File: src/rtl/ssd_pkg.sv
// Shared definitions for the segment-display drivers: blank pattern, scroll
// direction encoding and modular index arithmetic.
package ssd_pkg;

  localparam int SSD_MAX_SEG_W = 64;
  localparam logic [SSD_MAX_SEG_W-1:0] SSD_BLANK = '1;

  localparam int SSD_IDX_W = 16;

  typedef enum logic {
    DIR_LEFT  = 1'b0,
    DIR_RIGHT = 1'b1
  } dir_e;

  // (a + b) mod m for a, b < m: one compare-and-subtract, no divider.
  function automatic logic [SSD_IDX_W-1:0] wrap_add(
    input logic [SSD_IDX_W-1:0] a,
    input logic [SSD_IDX_W-1:0] b,
    input logic [SSD_IDX_W-1:0] m
  );
    logic [SSD_IDX_W-1:0] s;
    s = a + b;
    if (s >= m) s = s - m;
    return s;
  endfunction

endpackage

File: src/rtl/tick_gen.sv
// Divide-by-DIV strobe: one-cycle tick at terminal count while enabled.
// Counter holds its phase while en=0; clr restarts it synchronously.
module tick_gen #(
  parameter int DIV = 2
) (
  input  logic clk,
  input  logic rst,
  input  logic en,
  input  logic clr,
  output logic tick
);

  localparam int CW = (DIV > 1) ? $clog2(DIV) : 1;
  localparam logic [CW-1:0] LAST = CW'(DIV - 1);

  logic [CW-1:0] cnt;

  assign tick = en && (cnt == LAST);

  always_ff @(posedge clk or posedge rst) begin
    if (rst) begin
      cnt <= '0;
    end else if (clr || tick) begin
      cnt <= '0;
    end else if (en) begin
      cnt <= cnt + CW'(1);
    end
  end

endmodule

File: src/rtl/ssd_marquee.sv
// Scrolling message driver for a multiplexed segment display: message buffer,
// rotating head pointer, digit scan and a registered display bus.
module ssd_marquee
  import ssd_pkg::*;
#(
  parameter int DIGITS    = 4,
  parameter int SEG_W     = 15,
  parameter int MSG_LEN   = 6,
  parameter int SCAN_DIV  = 50000,
  parameter int SHIFT_DIV = 25000000
) (
  input  logic                         clk,
  input  logic                         rst,
  input  logic [MSG_LEN*SEG_W-1:0]     msg,
  input  logic                         load,
  input  logic                         run,
  input  logic                         dir,
  output logic [SEG_W+DIGITS-1:0]      display,
  output logic [$clog2(MSG_LEN)-1:0]   head
);

  localparam int HW = $clog2(MSG_LEN);
  localparam int SW = (DIGITS > 1) ? $clog2(DIGITS) : 1;
  localparam logic [SEG_W-1:0] BLANK = SSD_BLANK[SEG_W-1:0];
  localparam logic [SEG_W+DIGITS-1:0] DISPLAY_RST = {BLANK, {(DIGITS-1){1'b1}}, 1'b0};

  if (MSG_LEN < DIGITS) begin : g_len_check
    $error("ssd_marquee: MSG_LEN must be >= DIGITS");
  end

  logic [SEG_W-1:0] buffer [MSG_LEN];
  logic [SW-1:0]    sc;
  logic             scan_tick;
  logic             shift_tick;
  logic [HW-1:0]    sym_idx;
  logic [HW-1:0]    head_next_left;
  logic [HW-1:0]    head_next_right;

  tick_gen #(.DIV(SCAN_DIV)) u_scan (
    .clk  (clk),
    .rst  (rst),
    .en   (1'b1),
    .clr  (1'b0),
    .tick (scan_tick)
  );

  tick_gen #(.DIV(SHIFT_DIV)) u_shift (
    .clk  (clk),
    .rst  (rst),
    .en   (run),
    .clr  (load),
    .tick (shift_tick)
  );

  always_comb begin
    sym_idx         = HW'(wrap_add(SSD_IDX_W'(head), SSD_IDX_W'(sc), SSD_IDX_W'(MSG_LEN)));
    head_next_left  = HW'(wrap_add(SSD_IDX_W'(head), SSD_IDX_W'(1), SSD_IDX_W'(MSG_LEN)));
    head_next_right = HW'(wrap_add(SSD_IDX_W'(head), SSD_IDX_W'(MSG_LEN - 1), SSD_IDX_W'(MSG_LEN)));
  end

  always_ff @(posedge clk or posedge rst) begin
    if (rst) begin
      for (int i = 0; i < MSG_LEN; i++) buffer[i] <= BLANK;
    end else if (load) begin
      for (int i = 0; i < MSG_LEN; i++) buffer[i] <= msg[i*SEG_W +: SEG_W];
    end
  end

  // A load wins over a coincident scroll tick; that tick is simply dropped.
  always_ff @(posedge clk or posedge rst) begin
    if (rst) begin
      head <= '0;
    end else if (load) begin
      head <= '0;
    end else if (shift_tick) begin
      head <= (dir == DIR_RIGHT) ? head_next_right : head_next_left;
    end
  end

  always_ff @(posedge clk or posedge rst) begin
    if (rst) begin
      sc <= '0;
    end else if (scan_tick) begin
      sc <= (sc == SW'(DIGITS - 1)) ? '0 : sc + SW'(1);
    end
  end

  // Refreshed every cycle, so any head, buffer or scan change shows one clk later.
  always_ff @(posedge clk or posedge rst) begin
    if (rst) begin
      display <= DISPLAY_RST;
    end else begin
      display <= {buffer[sym_idx], ~(DIGITS'(1) << sc)};
    end
  end

endmodule

File: config.mk
export PLATFORM = sky130hd
export DESIGN_NAME = ssd_marquee
export DESIGN_NICKNAME = d
export VERILOG_FILES = /design/src/rtl/ssd_pkg.sv /design/src/rtl/tick_gen.sv /design/src/rtl/ssd_marquee.sv
export SDC_FILE = /design/constraint.sdc
export NUM_CORES = 1
export LEC_CHECK = 0
export ABC_AREA = 1
export CORE_UTILIZATION = 35
export DETAILED_ROUTE_END_ITERATION = 10
export PLACE_DENSITY = 0.66
export SETUP_SLACK_MARGIN = 0.2
export SLEW_MARGIN = 10
export SYNTH_ARGS = -nofsm -noshare
export SYNTH_HDL_FRONTEND = slang
export SYNTH_SLANG_ARGS = --single-unit
File: constraint.sdc
create_clock -name clk -period 8.6 [get_ports clk]
set_input_delay 0.86 -clock clk [delete_from_list [all_inputs] [get_ports clk]]
set_output_delay 0.86 -clock clk [all_outputs]
set_load 0.01 [all_outputs]
==> results of run 1 <==
[state kept, by name, indices dropped and copies added, names as in the netlist]
signal / flops
buffer: 90
u_shift.cnt: 25
display: 19
u_scan.cnt: 16
head: 3
sc: 2
[cell usage after synthesis, types with 2 or more instances]
library cell	count
nand2_1	380
inv_1	120
dfstp_2	108
nor2_1	89
o21ai_0	79
nand3_1	69
dfrtp_1	47
clkbuf_1	29
a21oi_1	22
nand4_1	15
nor3_1	11
ha_1	10
xor2_1	9
buf_2	6
xnor2_1	4
nor4_1	3
nand2_4	2
nor3b_1	2
o21ai_1	2
[power by group through the flow]
stage	clock network (W)	logic [W]	registers, W
after floorplan	0	0.0000813	0.000835
after detailed placement	0	0.000170	0.000838
after global placement	0	0.000168	0.000837
after global routing	0.000755	0.000191	0.000831
final	0.000705	0.000168	0.000827
after CTS	0.000719	0.000171	0.000827
[worst max-delay path, cell delays in order, from the launching register on]
cell	delay, ns
dfrtp_1	0.45
ha_2	0.22
inv_1	0.05
fa_1	0.51
nand2_1	0.42
nand2_4	0.38
nand2_1	0.11
inv_2	0.25
nand2_1	0.11
nand2_1	0.08
[cells by family after synthesis]
group / after synthesis / synth area share, %
adders and majority gates: 11 / 1.87
xor gates and xnor gates: 13 / 1.47
and+or+nand+nor: 573 / 30.0
buffers and inverters: 160 / 7.99
AOI/OAI and AO/OA: 105 / 6.86
DFF: 155 / 51.8
[path summary, 6_finish.rpt]
| check | startpoint | end | slack, ns | depth (start not counted) |
|---|---|---|---|---|
| max in group asynchronous | rst | u_scan.cnt[10] | 6.27 | 3 |
| hold / removal | buffer[0] | buffer[0] | 0.46 | 2 |
| min in group asynchronous | rst | u_scan.cnt[2] | 0.92 | 2 |
| hold reg to reg | buffer[0] | buffer[0] | 0.46 | 2 |
| setup reg to reg | head[0] | display[11] | 5.96 | 9 |
| setup / recovery | head[0] | display[11] | 5.96 | 9 |
[cell usage in the layout, fill, tap and decap left out, types with 3 or more instances in the layout]
cell type	instances
nand2_1	380
xor2_1	9
nor4_1	3
dfstp_2	108
nand3_1	69
nor2_1	89
nor3_1	11
clkbuf_1	3
a21oi_1	22
clkbuf_16	18
o21ai_0	79
nand4_1	15
inv_1	119
inv_6	5
dfrtp_1	47
xnor2_1	4
clkdlybuf4s50_1	115
buf_4	5
ha_1	9
[layout make-up]
type / count / area share [%]
Timing Repair Buffer: 120 / 12.3
Clock inverter: 10 / 0.813
Sequential cell: 155 / 41.4
Multi-Input combinational cell: 702 / 32.2
Inverter: 122 / 4.78
Clock buffer: 22 / 4.91
Tap cell: 280 / 3.61
[stage by stage]
stage | power (W) | instances
2_1_floorplan | 0.000916 | 1017
3_3_place_gp | 0.00100 | 1379
3_5_place_dp | 0.00101 | 1379
4_1_cts | 0.00172 | 1411
5_1_grt | 0.00178 | 1411
6_report | 0.00170 | 1411
[metal layers]
metal	up-vias	global-route usage, %	part of all wire, %	wire, um
li1	3367	-	-	-
met1	3055	25.5	47	9150
met2	175	28.3	46	8950
met3	28	3.04	4.3	836
met4	0	6.55	2.1	407
met5	-	0	0	0
==> flow_summary.yaml, run 1 <==
status:
  status: "complete, no violations"
logic_synthesis:
  synth_top_area_share_pct: 36.6
  syn-instance-count: 1017
  ys_async_sr_fraction_pct: 100
  synth_edf_count: 0
  ys_types: 29
  ys_seq_elements: 155
  yosysSeqAreaShare_pct: 51.8
  synth_area_um2: 7750
  yosys_warnings: 0
  synth_flop_cell: "dfstp_2"
  synth_area_leaders: "dfstp_2 37%, nand2_1 18%, dfrtp_1 15%, inv_1 5.8%, o21ai_0 5.1%"
  postSynthAreaPerCell_um2: 7.62
  yosysTopAreaCell: "dfstp_2"
  synth_nets: 1123
pwr:
  clock_power_share_pct: 41.5
  combPwrFrac_pct: 9.9
  p_per_area_nw_per_um2: 175
  p_sw_w: 0.000417
  vdd_ir_drop_max_mv: 0.0768
  intPower_w: 0.00128
  seq_power_share_pct: 48.6
  netSwitchingFraction_pct: 24.5
  leakage_nw: 4.47
final_layout:
  post-route-util_pct: 44.5
  layout.area.seq_um2: 4010
  n_antenna_cell: 0
  num-fill-cells: 2164
  multi_input_area_um2: 3120
  syn_to_final_growth_pct: 25.0
  fin_area_um2: 9690
  nets: 1224
  layout-drive-gt1-share_pct: 13.2
global_routing:
  grt_pass1_wl_mm: 31.9
  grt-ovfl-total: 0
  grt_start_max_net_pins: 87
  grt_pass1_vias: 6380
  grt.total_usage_pct: 18.2
  antenna_found_initial: 0
placed_design:
  postPlaceCellArea_um2: 9140
  gp_congestion: 0.852
  hpwlAfterDp_mm: 13.6
  port_buffers: 116
  pre_cts_ws_ns: 5.60
clock_tree:
  cts_made_buffers: 17
  path_clk_slew_ns: 0.07
  htreeDepth: 4
  hold_buffers: 0
  post-cts-setup-buffers: 0
  insertion_delay_ns: 0.43
  clock-sinks: 155
  root_buffer: "clkbuf_16"
  clockBufferDepth: 2
  ctsResizeCount: 0
  cts_tree: "built"
setup_path:
  worst_setup_path_start_kind: "flip-flop"
  end_kind: "flip-flop"
  critPathKind: "flip-flop to flip-flop"
  cp_data_required_time_ns: 8.97
  arrival_ns: 3.01
  cp_max_fo: 16
sta:
  fin_ws_ns: 5.96
  period_needed_ns: 2.64
  timing.fmax_mhz: 379
  fin_skew_ns: 0.00885
  report.final.slew_viol_count: 0
  min_period_over_period_pct: 30.7
  relSlewSlack_pct: 34.3
  setup_viol: 0
  rsz0062_at_grt: "false"
  timing.hold.ws_ns: 0.459
  tightest_slew_ns: 0.985
  finalHoldViolations: 0
  fin_tns_setup_ns: 0
route:
  wl_per_cell_um: 13.7
  drc: 0
  via_count: 6625
  wirelength_mm: 19.3
  antenna_left: 0
  firstDrtPassIters: 5
  dr.first_iter.drc_count: 460
  avgViaCountPerCell: 4.70
floorplanning:
  chipWidth_um: 151
  die_h_um: 151
  rows: 54
  core_area_um2: 21800
  start_util_pct: 35.6
  die-area_um2: 22700
  boundaryPins: 117
run:
  drv_cap: 0
worst_hold_path:
  hp-class: "flip-flop to flip-flop"
No activity file was read; power rests on OpenSTA's default activity.
==> inputs of run 2 (changes only) <==
- PLACE_DENSITY: 0.66 -> 0.68
- clock period: 8.6 -> 2.35 ns (I/O delays scaled with it)
==> run 2 against run 1 <==
Net effect: via count grew 1.6%; sequential share of layout area fell by 1.2 points; highest routed layer unchanged; setup slack worse by 5.6 ns; sequential cell count unchanged; core utilization grew 1.3 points; die area unchanged; global-route usage fell by 0.11 points; sequential power rose to 3.7 times the previous value.
==> flow_summary.yaml, run 2 (synthesized netlist as in run 1, its figures left out) <==
global_routing:
  antenna_found_initial: 0
  grt-ovfl-total: 0
  grt_pass1_vias: 6332
  grt.total_usage_pct: 18.1
  grt_start_max_net_pins: 67
  grt_pass1_wl_mm: 31.4
route:
  via_count: 6730
  firstDrtPassIters: 5
  dr.first_iter.drc_count: 418
  avgViaCountPerCell: 4.71
  drc: 0
  wl_per_cell_um: 13.7
  wirelength_mm: 19.6
  antenna_left: 0
floorplanning:
  boundaryPins: 117
  start_util_pct: 35.6
  rows: 54
  die_h_um: 151
  chipWidth_um: 151
  die-area_um2: 22700
  core_area_um2: 21800
placed_design:
  hpwlAfterDp_mm: 14.3
  pre_cts_ws_ns: 0.167
  gp_congestion: 0.931
  port_buffers: 116
  postPlaceCellArea_um2: 9320
clock_tree:
  clockBufferDepth: 2
  insertion_delay_ns: 0.43
  cts_made_buffers: 17
  path_clk_slew_ns: 0.07
  cts_tree: "built"
  hold_buffers: 0
  root_buffer: "clkbuf_16"
  htreeDepth: 4
  clock-sinks: 155
sta:
  fin_ws_ns: 0.356
  setup_viol: 0
  finalHoldViolations: 0
  fin_skew_ns: 0.0106
  relSlewSlack_pct: 56.9
  timing.hold.ws_ns: 0.164
  period_needed_ns: 1.99
  tightest_slew_ns: 0.645
  rsz0062_at_grt: "false"
  report.final.slew_viol_count: 0
  min_period_over_period_pct: 84.8
  timing.fmax_mhz: 502
  fin_tns_setup_ns: 0
setup_path:
  worst_setup_path_start_kind: "flip-flop"
  cp_slowest_cell: "fa_1"
  crit_top_cell: "nand2_1"
  worstPathCellList: "inv_1 -> fa_1 -> xor2_2 -> nand2_1 -> nand2_4 -> nand2_4 -> nand2_2 -> clkinv_4 -> nand2_1 -> nand2_1"
  rrSetupSlack_ns: 0.36
  critPathKind: "flip-flop to flip-flop"
  cp_data_required_time_ns: 2.71
  arrival_ns: 2.35
  max_stage_delay_ns: 0.44
  rr_endpoint: "display[7]"
  timing.rr.start: "sc[1]"
  end_kind: "flip-flop"
  cp_max_fo: 16
  rr_worst_depth: 10
pwr:
  vdd_ir_drop_max_mv: 0.396
  p_per_area_nw_per_um2: 660
  leakage_nw: 4.61
  combPwrFrac_pct: 9.8
  intPower_w: 0.00499
  netSwitchingFraction_pct: 24.2
  p_sw_w: 0.00159
  clock_power_share_pct: 44.1
  seq_power_share_pct: 46.1
final_layout:
  top_regs: "buffer: 90 flops, u_shift.cnt: 25 flops, display: 19 flops"
  layout_common_cells: "379 x nand2_1, 118 x inv_1, 115 x clkdlybuf4s50_1, 108 x dfstp_2, 89 x nor2_1"
  top_register: "buffer"
  layout-drive-gt1-share_pct: 15.0
  num-fill-cells: 2174
  layout.area.seq_um2: 4020
  layout_commonest_cell: "nand2_1"
  fin_area_um2: 9980
  n_antenna_cell: 0
  syn_to_final_growth_pct: 28.7
  nets: 1241
  post-route-util_pct: 45.9
  multi_input_area_um2: 3130
  largest_reg_flops: 90
status:
  status: "complete, no violations"
worst_hold_path:
  hp-start: "load"
  hp-class: "primary input to flip-flop"
  hold_end: "head[1]"
  hold_depth: 4
run:
  drv_cap: 0
[run 2: changes by cell type in the layout (fill, tap and decap cells not counted), moves of 2 or more]
cell       delta
inv_6         -3
buf_4        +11
inv_8         +3
clkbuf_1      -2
bufinv_16     +3
buf_12        +6
clkinv_4      +3
[run 2: area by class of cell]
cell class              count  share of cell area [%]
flip-flops and latches    155                    40.2
multi-input cells         702                    31.4
repair buffers            137                    13.9
inverters                 122                    4.68
clock buffers              19                    4.44
well taps                 280                    3.51
clock inverters            13                    1.82
[run 2: how the worst max path moves through the flow]
stage          startpoint     endpoint  slack [ns]
2_1_floorplan         rst   display[0]        0.24
3_3_place_gp        sc[0]  display[10]        0.27
3_5_place_dp        sc[0]   display[8]        0.17
4_1_cts             sc[0]   display[7]        0.24
5_1_grt             sc[1]  display[11]        0.17
6_report            sc[1]   display[7]        0.36
[run 2: power by group through the flow]
| stage | clock network, W | logic (W) | registers (W) |
|---|---|---|---|
| floorplan | 0 | 0.000298 | 0.00306 |
| global placement | 0 | 0.000644 | 0.00307 |
| detailed placement | 0 | 0.000656 | 0.00307 |
| CTS | 0.00296 | 0.000658 | 0.00303 |
| global route | 0.00307 | 0.000728 | 0.00305 |
| finish | 0.00290 | 0.000646 | 0.00303 |
[run 2: stage by stage]
step	power, W	instances
5_1_grt	0.00684	1428
3_5_place_dp	0.00373	1393
4_1_cts	0.00665	1426
3_3_place_gp	0.00371	1393
6_report	0.00658	1428
2_1_floorplan	0.00335	1017
[run 2: routing by layer]
layer / vias to the layer above / global-route usage [%] / part of all wire, % / wire length (um)
li1: 3408 / - / - / -
met5: - / 0 / 0 / 0
met2: 169 / 28.2 / 47 / 9180
met4: 0 / 6.90 / 1.9 / 378
met3: 22 / 3.77 / 5.2 / 1030
met1: 3131 / 24.7 / 46 / 8990
[run 2: critical path: cells and delay by family (launching register included)]
| family | cells | cell delay (ns) |
|---|---|---|
| AND/OR/NAND/NOR | 6 | 0.62 |
| XOR/XNOR | 1 | 0.18 |
| buffers and inverters | 2 | 0.24 |
| adder cells (fa/ha/maj) | 1 | 0.44 |
| flip-flops | 1 | 0.42 |
[run 2: timing repair]
item / in CTS / in global routing
resized for setup: 1 / 6
gates cloned: 0 / 0
setup buffers: 1 / 2
setup endpoints to repair: 8 / 15
pin swaps: 1 / 0
